===== src/rtl/tag_compute_seq.sv =====
// -----------------------------------------------------------------------------
// tag_compute_seq
//   Upstream stage of the tag sort circuit. Accepts one packet arrival at a
//   time, computes its WFQ finish tag
//     finish = max(vt, last_finish[flow]) + len*weight[flow]  (saturating)
//   and sequences the sort circuit: ena1 for TREE_LAT cycles (tree pipeline),
//   then a one-cycle ena2 (table read / storage write), then waits for
//   wr_done_mem. Tracks storage occupancy and virtual time, and applies
//   backpressure when storage is full.
//
// Ports
//   clk, rst (async, active-low)
//   pkt_valid/pkt_ready, pkt_flow, pkt_len, pkt_id, pkt_spb_addr : arrival
//   cfg_we, cfg_flow, cfg_weight   : per-flow weight write
//   deq_valid, deq_tag             : storage released its minimum tag
//   wr_done_mem                    : storage write complete
//   ena1, ena2                     : sort circuit enables (registered)
//   incoming_tag, pck_id_in, pck_spb_addr_in : registered packet data out
//   occupancy, vt, err_timeout     : status
// -----------------------------------------------------------------------------
module tag_compute_seq #(
  parameter int T        = 12,
  parameter int S        = 8,
  parameter int M        = 4,
  parameter int I        = 4,
  parameter int F        = 2,
  parameter int L        = 8,
  parameter int W        = 4,
  parameter int TREE_LAT = 8,
  parameter int WAIT_MAX = 15
) (
  input  logic         clk,
  input  logic         rst,
  input  logic         pkt_valid,
  output logic         pkt_ready,
  input  logic [F-1:0] pkt_flow,
  input  logic [L-1:0] pkt_len,
  input  logic [I-1:0] pkt_id,
  input  logic [S-1:0] pkt_spb_addr,
  input  logic         cfg_we,
  input  logic [F-1:0] cfg_flow,
  input  logic [W-1:0] cfg_weight,
  input  logic         deq_valid,
  input  logic [T-1:0] deq_tag,
  input  logic         wr_done_mem,
  output logic         ena1,
  output logic         ena2,
  output logic [T-1:0] incoming_tag,
  output logic [I-1:0] pck_id_in,
  output logic [S-1:0] pck_spb_addr_in,
  output logic [M:0]   occupancy,
  output logic [T-1:0] vt,
  output logic         err_timeout
);

  localparam int NF      = 2 ** F;
  localparam int PW      = L + W;
  localparam int SW      = ((PW > T) ? PW : T) + 1;
  localparam int CNT_MAX = (TREE_LAT > WAIT_MAX) ? TREE_LAT : WAIT_MAX;
  localparam int CW      = $clog2(CNT_MAX + 1);
  localparam logic [M:0] CAP = {1'b1, {M{1'b0}}};

  typedef enum logic [2:0] {S_IDLE, S_CALC, S_TREE, S_ENA2, S_WAIT} state_t;

  state_t        r_state;
  logic [CW-1:0] r_cnt;
  logic          r_ena1, r_ena2, r_err;
  logic [F-1:0]  r_flow;
  logic [L-1:0]  r_len;
  logic [I-1:0]  r_id;
  logic [S-1:0]  r_addr;
  logic [T-1:0]  r_tag;
  logic [I-1:0]  r_id_out;
  logic [S-1:0]  r_addr_out;
  logic [M:0]    r_occ;
  logic [T-1:0]  r_vt;
  logic [W-1:0]  r_weight      [NF];
  logic [T-1:0]  r_last_finish [NF];

  logic [T-1:0]  w_lf, w_base, w_tag;
  logic [PW-1:0] w_prod;
  logic [SW-1:0] w_sum;
  logic          w_inc, w_dec;

  // Finish-tag datapath, evaluated while in CALC from the latched arrival.
  always_comb begin
    w_lf   = r_last_finish[r_flow];
    w_base = (r_vt > w_lf) ? r_vt : w_lf;
    w_prod = PW'(r_len) * PW'(r_weight[r_flow]);
    w_sum  = SW'(w_base) + SW'(w_prod);
    w_tag  = (w_sum > SW'({T{1'b1}})) ? {T{1'b1}} : w_sum[T-1:0];
  end

  assign pkt_ready = (r_state == S_IDLE) && (r_occ < CAP);

  // Sequencer
  always_ff @(posedge clk or negedge rst) begin
    if (!rst) begin
      r_state    <= S_IDLE;
      r_cnt      <= '0;
      r_ena1     <= 1'b0;
      r_ena2     <= 1'b0;
      r_err      <= 1'b0;
      r_flow     <= '0;
      r_len      <= '0;
      r_id       <= '0;
      r_addr     <= '0;
      r_tag      <= '0;
      r_id_out   <= '0;
      r_addr_out <= '0;
    end else begin
      case (r_state)
        S_IDLE: begin
          if (pkt_valid && pkt_ready) begin
            r_flow  <= pkt_flow;
            r_len   <= pkt_len;
            r_id    <= pkt_id;
            r_addr  <= pkt_spb_addr;
            r_state <= S_CALC;
          end
        end
        S_CALC: begin
          r_tag      <= w_tag;
          r_id_out   <= r_id;
          r_addr_out <= r_addr;
          r_ena1     <= 1'b1;
          r_cnt      <= '0;
          r_state    <= S_TREE;
        end
        S_TREE: begin
          if (r_cnt == CW'(TREE_LAT - 1)) begin
            r_ena1  <= 1'b0;
            r_ena2  <= 1'b1;
            r_state <= S_ENA2;
          end else begin
            r_cnt <= r_cnt + CW'(1);
          end
        end
        S_ENA2: begin
          r_ena2  <= 1'b0;
          r_cnt   <= '0;
          r_state <= S_WAIT;
        end
        S_WAIT: begin
          // A write completion on the last allowed cycle still counts.
          if (wr_done_mem) begin
            r_state <= S_IDLE;
          end else if (r_cnt == CW'(WAIT_MAX - 1)) begin
            r_err   <= 1'b1;
            r_state <= S_IDLE;
          end else begin
            r_cnt <= r_cnt + CW'(1);
          end
        end
        default: r_state <= S_IDLE;
      endcase
    end
  end

  // Occupancy and virtual time. A dequeue on empty storage is ignored.
  assign w_inc = (r_state == S_WAIT) && wr_done_mem;
  assign w_dec = deq_valid && (r_occ != '0);

  always_ff @(posedge clk or negedge rst) begin
    if (!rst) begin
      r_occ <= '0;
      r_vt  <= '0;
    end else begin
      if (w_inc && !w_dec) begin
        r_occ <= r_occ + 1'b1;
      end else if (w_dec && !w_inc) begin
        r_occ <= r_occ - 1'b1;
      end
      if (w_dec) begin
        r_vt <= deq_tag;
      end
    end
  end

  // Per-flow weight and last-finish registers.
  generate
    for (genvar gi = 0; gi < NF; gi++) begin : g_flow
      always_ff @(posedge clk or negedge rst) begin
        if (!rst) begin
          r_weight[gi]      <= W'(1);
          r_last_finish[gi] <= '0;
        end else begin
          if (cfg_we && (cfg_flow == F'(gi))) begin
            r_weight[gi] <= cfg_weight;
          end
          if ((r_state == S_CALC) && (r_flow == F'(gi))) begin
            r_last_finish[gi] <= w_tag;
          end
        end
      end
    end
  endgenerate

  assign ena1            = r_ena1;
  assign ena2            = r_ena2;
  assign incoming_tag    = r_tag;
  assign pck_id_in       = r_id_out;
  assign pck_spb_addr_in = r_addr_out;
  assign occupancy       = r_occ;
  assign vt              = r_vt;
  assign err_timeout     = r_err;

endmodule

===== config.mk =====
export PLATFORM = sky130hd
export DESIGN_NAME = tag_compute_seq
export DESIGN_NICKNAME = d
export VERILOG_FILES = /design/src/rtl/tag_compute_seq.sv
export SDC_FILE = /design/constraint.sdc
export NUM_CORES = 1
export LEC_CHECK = 0
export BUFFER_PORTS_ARGS = -buffer_cell sky130_fd_sc_hd__buf_4
export CAP_MARGIN = 30
export CELL_PAD_IN_SITES_DETAIL_PLACEMENT = 1
export CELL_PAD_IN_SITES_GLOBAL_PLACEMENT = 2
export CORE_ASPECT_RATIO = 1.5
export CORE_MARGIN = 3
export CORE_UTILIZATION = 35
export CTS_BUF_LIST = sky130_fd_sc_hd__clkbuf_4
export CTS_CLUSTER_DIAMETER = 50
export DETAILED_ROUTE_END_ITERATION = 8
export PLACE_DENSITY = 0.76
export SETUP_SLACK_MARGIN = 0.3
export SYNTH_ARGS = -nofsm -noshare
export SYNTH_HDL_FRONTEND = slang
export SYNTH_SLANG_ARGS = --single-unit

===== constraint.sdc =====
create_clock -name clk -period 9 [get_ports clk]
set_clock_uncertainty 0.2 [all_clocks]
set_input_delay 1.35 -clock clk [delete_from_list [all_inputs] [get_ports clk]]
set_output_delay 1.35 -clock clk [all_outputs]
set_load 0.03 [all_outputs]

==> flow_summary.ini <==
[run_status]
outcome = finished clean

[logic_synthesis]
ys_types = 54
yosysSeqAreaShare_pct = 45.36
synth-simple-area-share_pct = 10.08
syn_avg_cell_area_sq_um = 11.88
synth_compound_area_share_pct = 12.66
synthFlopType = dfrtp_1
synth_mux_area_share_pct = 14.80
synth_area_sq_mm = 0.007569
synth-xor-area-share_pct = 1.389
ys_ff_latch = 137
synth_top_family_by_area = multiplexers
netlist_instances = 637
synth_fa_ha_area_share_pct = 12.27
synth_edf_count = 0
synthArstFlopShare_pct = 100.0
yosysWarnings = 0
syn-num-nets = 744

[clock_tree]
post-cts-setup-buffers = 0
clock_sinks = 137
h-tree-depth = 4
cts.clk_slew.worst_paths_ps = 120
cts_root_buffer = clkbuf_4
cts_made_buffers = 17
post_cts_resized = 0
cts_hold_buf = 0
tritoncts = done
insertion_delay_ps = 560
cts_max_path_buffers = 2

[route]
route.detailed.drc = 0
wl_met1_microns = 8146
wl_met3_microns = 611
routed_wl_microns = 20740
antenna_left = 0
top_layer = met4
drt_iter0_markers = 281
route.met2.wl_microns = 11630
drt-vias-per-instance = 5.308
vias = 5388
avgRoutedWirePerCell_microns = 20.43
drt_pass1_iterations = 6

[global_route]
antenna_found_initial = 1
grt_overflow = 0
grt_use_total_pct = 18.36
grt_pass1_vias = 5955
grt_max_degree = 72
grt_first_pass_wirelength_microns = 33040

[timing]
fmax_mhz = 157.1
whs_ps = 276.8
rsz0062_at_grt = no
min_period_ps = 6365
finalHoldViolCount = 0
worst_pin_slew_ps = 928.9
fin_crit_sh_pct = 70.72
setup_tns_ps = 0
setup_viol = 0
relSlewSlack_pct = 38.08
maxSlewViolCount = 0

[cells_and_area]
fin_nets = 839
drive_gt1_share_pct = 33.15
synthToLayoutAreaGrowth_pct = 16.65
most-common-layout-cells = 133 x dfrtp_1, 97 x buf_4, 63 x mux2_2
stdcell_area_sq_mm = 0.008828
final_common_cell = dfrtp_1
fillers = 2314

[worst_setup_path]
cp_num_buf_inv = 3
path_cells = buf_4 > mux4_2 > inv_1 > ha_1 > a21o_1 > a21o_1 > a21oi_1 > nand2_1 > o21ai_1 > buf_4 > mux2_2 > fa_1 > ha_1 > and2_2 > a41o_1 > o31ai_1 > a21boi_2 > o21ai_2 > o22a_2
critical_path.top_delay_family = compound AO/OA/AOI/OAI gates
crit_slowest_cell = mux4_2
cp_max_fo = 16
crit_arrival_ps = 6660
max_stage_delay_ps = 550
critical_path_class = reg2reg
worstPathRequired_ps = 9290
crit_path_start_kind = register
worstSetupEndpointType = register

[floorplan]
ios = 91
die_w_microns = 126.1
fp-row-count = 65
coreArea_sq_mm = 0.02115
die_area_sq_mm = 0.02346
start_util_pct = 35.79
fp.dieH_microns = 186.1

[min_path]
hp-class = reg2reg

[placement]
portBuffers = 90
place_area_sq_mm = 0.008579
place.gp.congestion = 0.8320
hpwl_microns = 15850

[job]
cap_violations = 0
flip-flops by register name (all words and copies together) (netlist names):
register and cells:
r_id 4, r_cnt 4, r_state 3, ena1 1, vt 12, occupancy 5
incoming_tag 12, r_weight 16, r_last_finish 48, pck_spb_addr_in 8, r_flow 2, r_len 8
r_addr 8, pck_id_in 4, ena2 1, err_timeout 1
per-stage QoR:
step	utilization (%)	worst slack, ps	cells
after floorplan	-	3353	637
after global placement	40.44	2706	980
after detailed placement	40.57	2570	981
after CTS	41.73	2552	1013
after global routing	41.75	2227	1015
final	41.75	2636	1015
cell usage after synthesis (5+ instances only):
master | instances | area [sq um]
nor2b_1 | 6 | 37.54
a21oi_1 | 20 | 100.1
dfrtp_1 | 133 | 3328
o22a_2 | 20 | 200.2
xnor2_1 | 7 | 61.31
o22a_1 | 27 | 236.5
inv_1 | 45 | 168.9
clkbuf_1 | 13 | 48.80
fa_1 | 22 | 440.4
o21ai_2 | 5 | 43.79
nor3_1 | 6 | 30.03
ha_1 | 39 | 488.0
and2_1 | 26 | 162.7
nand2_1 | 62 | 232.7
o21a_1 | 5 | 37.54
xor2_1 | 5 | 43.79
mux2_2 | 63 | 709.4
mux4_2 | 16 | 360.4
buf_1 | 6 | 22.52
mux2i_1 | 5 | 50.05
o21ai_0 | 18 | 90.09
nor2_1 | 25 | 93.84
a21o_1 | 7 | 52.55
nand4_1 | 5 | 31.28
path summary, 6_finish.rpt:
kind,startpoint,to,slack [ps],cells past startpoint
min in group asynchronous,rst,vt[2],610,1
setup / recovery,r_flow[0],r_last_finish[31],2640,19
hold / removal,r_addr[0],pck_spb_addr_in[0],280,2
hold reg to reg,r_addr[0],pck_spb_addr_in[0],280,2
setup reg to reg,r_flow[0],r_last_finish[31],2640,19
max in group asynchronous,rst,pck_spb_addr_in[7],6680,2
worst reg2reg max path: cells and delay by family, from the launching register on:
family	cells	cell delay, ps
AOI/OAI and AO/OA	9	2610
adders and majority gates	3	1060
and+or+nand+nor	2	280
buffers and inverters	3	710
DFF	1	530
muxes	2	930
area by class of cell:
| type | instances | area [sq um] | share of cell area (%) |
|---|---|---|---|
| multi-input combinational | 432 | 3875 | 43.89 |
| sequential | 137 | 3433 | 38.89 |
| timing repair buffer | 99 | 767.0 | 8.688 |
| tap | 268 | 335.3 | 3.798 |
| inverter | 45 | 168.9 | 1.913 |
| clock buffer | 18 | 135.1 | 1.531 |
| clock inverter | 14 | 108.9 | 1.233 |
| antenna | 2 | 5.005 | 0.05669 |
cells by family after synthesis:
| logic type | Yosys count |
|---|---|
| multiplexers | 84 |
| buffers and inverters | 68 |
| AND/OR/NAND/NOR | 152 |
| XOR/XNOR | 12 |
| flip-flops | 137 |
| adder cells (fa/ha/maj) | 61 |
| AO/OA/AOI/OAI | 123 |
metal layers:
layer  vias to the layer above  GRT usage [%]
li1                       2475              -
met5                         -              0
met4                         0          5.582
met3                        22          3.503
met1                      2801          20.44
met2                        90          35.26
Power is left out: the tool's default activity adds up to more than one toggle a clock period on the data nets, which glitch-free logic cannot reach.
